## config.mk

```make
export PLATFORM = sky130hd
export DESIGN_NAME = dmem_arbiter
export DESIGN_NICKNAME = d
export VERILOG_FILES = /design/src/rtl/dmem_arbiter_pkg.sv /design/src/rtl/arb_lock_timer.sv /design/src/rtl/dmem_arbiter.sv
export SDC_FILE = /design/constraint.sdc
export NUM_CORES = 1
export LEC_CHECK = 0
export BUFFER_PORTS_ARGS = -buffer_cell sky130_fd_sc_hd__buf_2
export CAP_MARGIN = 20
export CELL_PAD_IN_SITES_DETAIL_PLACEMENT = 2
export CELL_PAD_IN_SITES_GLOBAL_PLACEMENT = 2
export CORE_UTILIZATION = 14
export CTS_BUF_LIST = sky130_fd_sc_hd__clkbuf_4
export DETAILED_ROUTE_END_ITERATION = 8
export HOLD_SLACK_MARGIN = 0.02
export PLACE_DENSITY_LB_ADDON = 0.1
export SLEW_MARGIN = 40
export SYNTH_ARGS = -nofsm -noshare
export SYNTH_HDL_FRONTEND = slang
export SYNTH_SLANG_ARGS = --single-unit
export TNS_END_PERCENT = 5
```

## constraint.sdc

```tcl
create_clock -name clk -period 6.5 [get_ports clk]
set_clock_uncertainty 0.2 [all_clocks]
set_input_delay 0.65 -clock clk [delete_from_list [all_inputs] [get_ports clk]]
set_output_delay 0.65 -clock clk [all_outputs]
set_load 0.02 [all_outputs]
```

## src/rtl/dmem_arbiter_pkg.sv

```systemverilog
// Shared constants for the data-memory arbiter: word width, master ids and
// the default lock bound.
package dmem_arbiter_pkg;

  localparam int unsigned WORD_LEN = 32;

  // Master id encodings
  localparam logic ARB_M0 = 1'b0;
  localparam logic ARB_M1 = 1'b1;

  // Default maximum consecutive locked cycles
  localparam int unsigned DMEM_ARB_MAX_LOCK = 16;

endpackage

```

## src/rtl/arb_lock_timer.sv

```systemverilog
// Bus-lock bookkeeping for dmem_arbiter: lock owner, validity and a saturating
// age counter. Flags expiry when the lock has run MAX_LOCK cycles while the
// other master is waiting, and pulses lock_abort on the following cycle.
module arb_lock_timer
  import dmem_arbiter_pkg::*;
#(
  parameter int unsigned MAX_LOCK = DMEM_ARB_MAX_LOCK,
  parameter int unsigned CNT_W    = 5
) (
  input  logic clk,
  input  logic rst_n,
  input  logic m0_req,
  input  logic m1_req,
  input  logic beat,
  input  logic beat_id,
  input  logic beat_lock,
  output logic lock_valid,
  output logic lock_owner,
  output logic expiring,
  output logic lock_abort
);

  localparam logic [CNT_W-1:0] MAX_CNT = CNT_W'(MAX_LOCK);

  logic [CNT_W-1:0] lock_cnt;
  logic [CNT_W-1:0] cnt_inc;
  logic             nonowner_req;
  logic             held;

  // Expiry detection and saturating counter increment
  always_comb begin
    nonowner_req = (lock_owner == ARB_M0) ? m1_req : m0_req;
    expiring     = lock_valid && (lock_cnt == MAX_CNT) && nonowner_req;
    held         = lock_valid && !expiring;
    cnt_inc      = (lock_cnt == MAX_CNT) ? lock_cnt : lock_cnt + 1'b1;
  end

  // Lock establish / renew / release; an expiring lock is dropped first so a
  // locked beat from the newly granted master starts a fresh lock
  always_ff @(posedge clk or negedge rst_n) begin
    if (!rst_n) begin
      lock_valid <= 1'b0;
      lock_owner <= ARB_M0;
      lock_cnt   <= '0;
      lock_abort <= 1'b0;
    end else begin
      lock_abort <= expiring;
      if (beat && beat_lock) begin
        lock_valid <= 1'b1;
        if (held && (lock_owner == beat_id)) begin
          lock_cnt <= cnt_inc;
        end else begin
          lock_owner <= beat_id;
          lock_cnt   <= '0;
        end
      end else if (beat && held && (lock_owner == beat_id)) begin
        lock_valid <= 1'b0;
        lock_cnt   <= '0;
      end else if (held) begin
        lock_cnt <= cnt_inc;
      end else begin
        lock_valid <= 1'b0;
        lock_cnt   <= '0;
      end
    end
  end

endmodule

```

## src/rtl/dmem_arbiter.sv

```systemverilog
// Two-master arbiter for the shared data-memory/UART slave port.
// Master 0: core data port. Master 1: UART program loader.
// Build option DMEM_ARB_RR_EN: defined selects round-robin tie-breaking,
// undefined selects fixed priority for master 0.
module dmem_arbiter
  import dmem_arbiter_pkg::*;
#(
  parameter int unsigned MAX_LOCK = DMEM_ARB_MAX_LOCK,
  parameter int unsigned CNT_W    = 5
) (
  input  logic                clk,
  input  logic                rst_n,
  input  logic                m0_req,
  input  logic                m0_wen,
  input  logic                m0_lock,
  input  logic [WORD_LEN-1:0] m0_addr,
  input  logic [WORD_LEN-1:0] m0_wdata,
  output logic                m0_gnt,
  output logic                m0_rvalid,
  output logic [WORD_LEN-1:0] m0_rdata,
  input  logic                m1_req,
  input  logic                m1_wen,
  input  logic                m1_lock,
  input  logic [WORD_LEN-1:0] m1_addr,
  input  logic [WORD_LEN-1:0] m1_wdata,
  output logic                m1_gnt,
  output logic                m1_rvalid,
  output logic [WORD_LEN-1:0] m1_rdata,
  output logic [WORD_LEN-1:0] s_addr,
  output logic                s_wen,
  output logic [WORD_LEN-1:0] s_wdata,
  input  logic [WORD_LEN-1:0] s_rdata,
  output logic                lock_abort
);

`ifdef DMEM_ARB_RR_EN
  localparam logic RR_EN = 1'b1;
`else
  localparam logic RR_EN = 1'b0;
`endif

  logic lock_valid;
  logic lock_owner;
  logic expiring;
  logic last_gnt;
  logic rd_pend;
  logic rd_owner;
  logic beat;
  logic beat_id;
  logic beat_lock;
  logic tie_m1;

  arb_lock_timer #(
    .MAX_LOCK (MAX_LOCK),
    .CNT_W    (CNT_W)
  ) u_lock_timer (
    .clk        (clk),
    .rst_n      (rst_n),
    .m0_req     (m0_req),
    .m1_req     (m1_req),
    .beat       (beat),
    .beat_id    (beat_id),
    .beat_lock  (beat_lock),
    .lock_valid (lock_valid),
    .lock_owner (lock_owner),
    .expiring   (expiring),
    .lock_abort (lock_abort)
  );

  // Grant selection: live lock, then forced hand-over on expiry, then tie policy
  always_comb begin
    m0_gnt = 1'b0;
    m1_gnt = 1'b0;
    tie_m1 = RR_EN && (last_gnt == ARB_M0);
    if (!rst_n) begin
      m0_gnt = 1'b0;
    end else if (lock_valid && !expiring) begin
      if (lock_owner == ARB_M0) m0_gnt = m0_req;
      else                      m1_gnt = m1_req;
    end else if (expiring) begin
      if (lock_owner == ARB_M0) m1_gnt = 1'b1;
      else                      m0_gnt = 1'b1;
    end else if (m0_req && m1_req) begin
      m1_gnt = tie_m1;
      m0_gnt = !tie_m1;
    end else begin
      m0_gnt = m0_req;
      m1_gnt = m1_req;
    end
  end

  // Slave-port mux; master 0 drives address/data when idle
  always_comb begin
    beat      = (m0_req && m0_gnt) || (m1_req && m1_gnt);
    beat_id   = m1_gnt ? ARB_M1 : ARB_M0;
    beat_lock = m1_gnt ? m1_lock : m0_lock;
    s_addr    = m1_gnt ? m1_addr : m0_addr;
    s_wdata   = m1_gnt ? m1_wdata : m0_wdata;
    s_wen     = beat && (m1_gnt ? m1_wen : m0_wen);
  end

  // Read ownership for the one-cycle slave latency, and last winner
  always_ff @(posedge clk or negedge rst_n) begin
    if (!rst_n) begin
      rd_pend  <= 1'b0;
      rd_owner <= ARB_M0;
      last_gnt <= ARB_M1;
    end else begin
      rd_pend <= beat && !s_wen;
      if (beat) begin
        rd_owner <= beat_id;
        last_gnt <= beat_id;
      end
    end
  end

  assign m0_rvalid = rd_pend && (rd_owner == ARB_M0);
  assign m1_rvalid = rd_pend && (rd_owner == ARB_M1);
  assign m0_rdata  = s_rdata;
  assign m1_rdata  = s_rdata;

endmodule

```

==> impl_metrics.csv, run 1 <==
group,metric,value,unit
run_status,status,"finished, final reports clean",
floorplan,core,14000,µm²
timing,drv_slew,0,
pwr,switching_share,47.5,%
yosys,synth_fp_nets,382,
critical_path,r2r-start,"u_lock_timer.lock_cnt[0]",
pwr,peakVddDrop,0.0398,mV
place,placement.cell_area,2780,µm²
pwr,p_per_area,205,nW/µm²
flow_run,cap_violations,0,
floorplan,rows,43,
pwr,total_power,576,µW
critical_path,cp-end-kind,"output pin",
critical_path,rr_endpoint,"u_lock_timer.lock_cnt[0]",
timing,setup_violations,0,
yosys,avgSynthCellArea,9.59,µm²
pwr,clockPowerShare,7.3,%
clock_network,clock_sinks,10,
grt,grt_max_degree,31,
cells_and_area,fin_nets,520,
drt,ant_nets,0,
timing,setup_tns,0,ns
clock_network,clock_path_buffers,2,
pwr,switchingPower,274,µW
floorplan,dieArea,15000,µm²
drt,vias,2045,
timing,fin_crit_sh,52.7,%
cells_and_area,utilization,20.0,%
place,dp_cells,525,
cells_and_area,syn2layout_area_growth,38.0,%
min_path,hold_path_class,"input port to async pin",
drt,post-route-drc-count,0,
clock_network,holdBufCountCts,0,
drt,drt-initial-drc-count,15,
cells_and_area,final_cell_mix,"buf_2, mux2_2, mux2_4",
critical_path,worst-r2r-setup-slack,4.09,ns
critical_path,reg2reg_depth,7,
yosys,ys_seq_area_share,12.3,%
clock_network,root_buffer,"clkbuf_4",
pwr,seqPwrFrac,18.6,%
critical_path,critPathKind,"flip-flop to output pin",
critical_path,worstPathRequired,5.65,ns
cells_and_area,final_common_cell,"buf_2",
grt,gr-usage-all-layers,11.4,%
place,routabilityCongestion,0.692,
floorplan,start_util,14.5,%
pwr,pwr-share-comb,74.1,%
clock_network,htree_levels,1,
clock_network,insertion_delay,0.26,ns
clock_network,cts_tree,"done",
timing,slew-limit-headroom,62.5,%
grt,antenna_found_initial,1,
drt,post_drt_wl_per_cell,17.8,µm
floorplan,die_x,123,µm
drt,via_per_inst,3.86,
critical_path,crit_path_max_fanout,30,
drt,drt_first_pass_iters,4,
timing,setup_ws,3.08,ns
clock_network,clk_pin_slew,0.07,ns
yosys,ys_ff_latch,10,
timing,hold_violations,0,
clock_network,cts_resized,0,
timing,rsz0062_at_grt,"false",
critical_path,worstPathArrival,2.57,ns
place,place_ws,3.25,ns
pwr,intPower,302,µW
pwr,p_leak,1.55,nW
grt,overflow,0,
yosys,synthCells,212,
clock_network,cts_buffers,3,
cells_and_area,drive_above_1_share,79.7,%
cells_and_area,final_area,2810,µm²
place,dp_hpwl,8560,µm
place,io_buffers,205,
yosys,ys_warn_count,0,
cells_and_area,fin_cells,530,
timing,worst_pin_slew,0.561,ns
timing,period_needed,3.42,ns
critical_path,critPathLaunchType,"flip-flop",
cells_and_area,multiInputGateArea,1210,µm²
grt,grt_pass1_vias,2200,
cells_and_area,seq_area,250,µm²
drt,routed_wl,9440,µm
cells_and_area,num-fill-cells,1687,
yosys,syn-cell-area,2030,µm²
timing,clock.fmax,292,MHz
floorplan,die_h,123,µm
grt,grt_first_pass_wirelength,12800,µm
yosys,synth_cell_types,30,
timing,hold_slack,0.0794,ns
clock_network,post_cts_buffers,0,
floorplan,boundaryPins,302,
-- Yosys cell counts --
library cell,number,area share (%)
buf_4,65,24
mux2_2,36,20
mux2_4,28,21
dfrtp_1,10,12
nand2_1,10,1.8
inv_1,7,1.3
a21oi_1,6,1.5
nor3_1,5,1.2
buf_6,4,2.2
nor2b_1,4,1.2
buf_2,3,0.74
mux2i_1,3,1.5
nand3_1,3,0.74
nor2_1,3,0.55
xnor2_1,3,1.3
and2_1,2,0.62
clkbuf_1,2,0.37
ha_1,2,1.2
nor4_1,2,0.62
o21a_1,2,0.74
o21ai_0,2,0.49
o221ai_1,2,0.86
a31o_1,1,0.43
and4bb_2,1,0.62
nand2b_1,1,0.31
nand4bb_4,1,1.4
nor3b_1,1,0.37
o22ai_1,1,0.31
o31ai_1,1,0.37
or2_1,1,0.31
-- final cells by class --
class / count / area share (%)
inverters: 7 / 0.936
multi-input cells: 121 / 43.1
flip-flops and latches: 10 / 8.92
well taps: 180 / 8.02
diodes: 1 / 0.0892
repair buffers: 207 / 38.0
clock buffers: 3 / 0.802
clock inverters: 1 / 0.134
-- sequential cells by signal (all words and copies together) (netlist names) --
| register | count |
|---|---|
| rd_pend | 1 |
| u_lock_timer.lock_valid | 1 |
| rd_owner | 1 |
| u_lock_timer.lock_cnt | 5 |
| u_lock_timer.lock_owner | 1 |
| u_lock_timer.lock_abort | 1 |
-- worst max-delay path, cell delays in order (launching register included) --
cell,delay (ns)
dfrtp_1,0.41
inv_1,0.09
ha_1,0.21
nand4bb_4,0.17
o22ai_1,0.26
or2_4,0.34
buf_12,0.27
mux2_2,0.37
buf_2,0.16
-- metal layers --
metal	GRT usage, %	vias to the layer above	routed length [µm]
met5	0	-	0
met4	1.98	0	50
met3	2.97	6	918
met2	24.4	140	5630
met1	10.5	961	2840
li1	-	938	-
-- kinds of logic after synthesis --
family / share of synthesized area, %
AOI/OAI and AO/OA: 4.68
adders and majority gates: 1.23
and+or+nand+nor: 9.78
xor gates and xnor gates: 1.29
DFF: 12.3
buffers and inverters: 28.6
muxes: 42.1
-- how the worst max path moves through the flow --
stage,end,start,slack [ns],cells after the start
floorplan,s_wdata[10],u_lock_timer.lock_cnt[0],3.66,9
global placement,s_wen,rst_n,2.82,7
detailed placement,s_wdata[8],rst_n,3.25,7
CTS,s_addr[0],u_lock_timer.lock_cnt[0],3.05,8
global route,s_addr[3],u_lock_timer.lock_cnt[0],2.90,8
finish,s_addr[2],u_lock_timer.lock_cnt[0],3.08,8
-- power groups by stage --
stage | Clock (mW) | Combinational (mW) | Sequential (mW)
finish | 0.0418 | 0.427 | 0.107
global route | 0.0480 | 0.463 | 0.111
CTS | 0.0451 | 0.438 | 0.108
detailed placement | 0 | 0.436 | 0.109
global placement | 0 | 0.427 | 0.109
floorplan | 0 | 0.367 | 0.0907
Power figures use the tool's default switching activity.
==> run 2, diff against run 1 <==
Settings changed: ABC_AREA set to 1, CORE_UTILIZATION 14 to 10.
Clock period 6.5 ns to 2.88 ns, I/O delays scaled along.
==> run 2 against run 1 <==
Effect of this change: cell count rose by 47%; sequential cell count unchanged; sequential power increased by 100%; register-to-register slack got worse by 3.6 ns; synthesized cell count grew 73%; largest cell class is now buffers.
==> impl_metrics.csv, run 2 <==
group,metric,value,unit
timing,hold_violations,0,
min_path,hold_path_class,"input port to flip-flop",
place,placement.cell_area,2850,µm²
yosys,ys_seq_area_share,12.4,%
yosys,synth_cell_types,20,
critical_path,critPathKind,"flip-flop to output pin",
timing,period_needed,2.72,ns
yosys,synth_ff_type,"dfrtp_1",
clock_network,clk_pin_slew,0.08,ns
drt,via_per_inst,3.46,
cells_and_area,final_cell_mix,"nand2_1, buf_2, inv_1",
drt,post-route-drc-count,0,
drt,ant_nets,0,
cells_and_area,max_flop_register,"u_lock_timer.lock_cnt",
min_path,min_path_cells,4,
floorplan,dieArea,20800,µm²
critical_path,r2r-start,"u_lock_timer.lock_cnt[0]",
place,dp_hpwl,8810,µm
timing,slew-limit-headroom,83.1,%
cells_and_area,antenna_cells,0,
cells_and_area,largest_register_ffs,5,
yosys,syn-cell-area,2020,µm²
clock_network,clock_path_buffers,2,
pwr,total_power,1.95,mW
yosys,yosysTopAreaCellShare,40.6,%
clock_network,insertion_delay,0.27,ns
cells_and_area,drive_above_1_share,46.7,%
pwr,p_leak,1.94,nW
grt,grt_max_degree,45,
drt,drt-initial-drc-count,60,
run_status,status,"finished, final reports clean",
min_path,hp-start,"m1_wen",
place,routabilityCongestion,0.701,
clock_network,cts_buffers,3,
timing,fin_crit_sh,94.4,%
yosys,synth_fp_nets,537,
yosys,synth_edf_count,0,
cells_and_area,syn2layout_area_growth,53.8,%
timing,drv_slew,0,
floorplan,boundaryPins,302,
flow_run,cap_violations,0,
grt,grt_pass1_vias,2819,
grt,gr-usage-all-layers,9.42,%
critical_path,worstPathRequired,2.39,ns
yosys,ys_warn_count,0,
yosys,synthArstFlopShare,100,%
clock_network,cts_tree,"done",
timing,worst_pin_slew,0.253,ns
yosys,ys_ff_latch,10,
floorplan,die_x,144,µm
timing,setup_violations,0,
grt,grt_use_met3,2.72,%
clock_network,clock_sinks,10,
yosys,synthCells,367,
yosys,ys_top_cells_by_count,"nand2_1, buf_4, inv_1",
critical_path,crit_path_max_fanout,9,
clock_network,htree_levels,1,
drt,post_drt_wl_per_cell,14.8,µm
pwr,p_per_area,628,nW/µm²
critical_path,critPathLaunchType,"flip-flop",
yosys,synth_top_area_cell,"nand2_1",
critical_path,reg2reg_depth,13,
grt,use_met2,18.9,%
critical_path,worst-r2r-setup-slack,0.50,ns
floorplan,rows,51,
drt,drt_first_pass_iters,4,
grt,overflow,0,
grt,use_met1,9.62,%
yosys,avgSynthCellArea,5.51,µm²
yosys,post-synth-top-count-cell,"nand2_1",
grt,grt_first_pass_wirelength,14900,µm
grt,antenna_found_initial,0,
grt,top_usage_layer,"met2",
place,io_buffers,205,
critical_path,cp-end-kind,"output pin",
cells_and_area,num-fill-cells,2507,
drt,vias,2701,
cells_and_area,final_common_cell,"nand2_1",
floorplan,die_h,144,µm
drt,routed_wl,11500,µm
floorplan,core,19700,µm²
clock_network,root_buffer,"clkbuf_4",
critical_path,cp-startpoint,"u_lock_timer.lock_cnt[0]",
timing,clock.fmax,368,MHz
cells_and_area,fin_nets,688,
timing,hold_slack,0.0999,ns
yosys,synthTopCellsByArea,"nand2_1, buf_4, dfrtp_1",
timing,setup_tns,0,ns
floorplan,start_util,10.3,%
pwr,peakVddDrop,0.203,mV
critical_path,worstPathArrival,2.23,ns
cells_and_area,seq_area,250,µm²
cells_and_area,final_area,3110,µm²
cells_and_area,multiInputGateArea,1120,µm²
run 2: area by class of cell:
class | instances | area share [%]
inverters | 20 | 2.81
clock buffers | 3 | 0.724
well taps | 265 | 10.7
multi-input cells | 259 | 36.1
repair buffers | 224 | 41.6
flip-flops and latches | 10 | 8.04
run 2: path summary, 6_finish.rpt:
path                                                  to
worst max-delay path                               s_wen
worst min-delay path                             rd_pend
worst max register to register  u_lock_timer.lock_cnt[2]
worst min register to register                  rd_owner
max in group asynchronous       u_lock_timer.lock_cnt[0]
min in group asynchronous                        rd_pend
run 2: worst max-delay path, stage by stage, from the launching register on:
cell and delay (ns):
dfrtp_1 0.39, inv_2 0.07, ha_1 0.14, nand2_1 0.08
nor2_4 0.19, a21oi_4 0.11, a21oi_4 0.24, nand2_8 0.13
clkinv_8 0.10, buf_6 0.13, nand2_1 0.08, a21oi_2 0.12
buf_4 0.15
run 2: repair_timing:
action / in CTS / in global routing
pin swaps: 1 / 6
gates resized for setup: 2 / 16
cloned: 1 / 3
setup buffers: 1 / 7
endpoints found under the hold margin: 10 / 0
hold buffers: 1 / 0
endpoints found under the setup margin: 48 / 63
run 2: through the flow:
stage          instances  worst slack, ns  util, %
3_3_place_gp         765            0.273     14.5
4_1_cts              771          0.00987     14.9
5_1_grt              781          -0.0198     15.8
6_report             781            0.161     15.8
3_5_place_dp         765            0.227     14.5
2_1_floorplan        367            0.580        -
run 2: logic make-up (layout without fill, tap and decap cells):
logic type                 after synthesis  in the layout  synth area share (%)
and+or+nand+nor                        247            247                  48.7
buffers and inverters                   98            247                  33.4
DFF                                     10             10                  12.4
AOI/OAI and AO/OA                        6              6                  2.60
xor gates and xnor gates                 4              4                  1.73
adders and majority gates                2              2                  1.24
run 2: report_power, final:
group,internal (mW),total (mW),switching [mW]
registers,0.176,0.214,0.0382
clock network,0.0484,0.104,0.0559
logic,0.599,1.64,1.04
total,0.824,1.95,1.13
run 2: per-layer routing:
layer,share of wire (%),wire [µm]
met3,9.6,1110
met2,52,5990
met4,0.91,105
met5,0,0
met1,38,4340
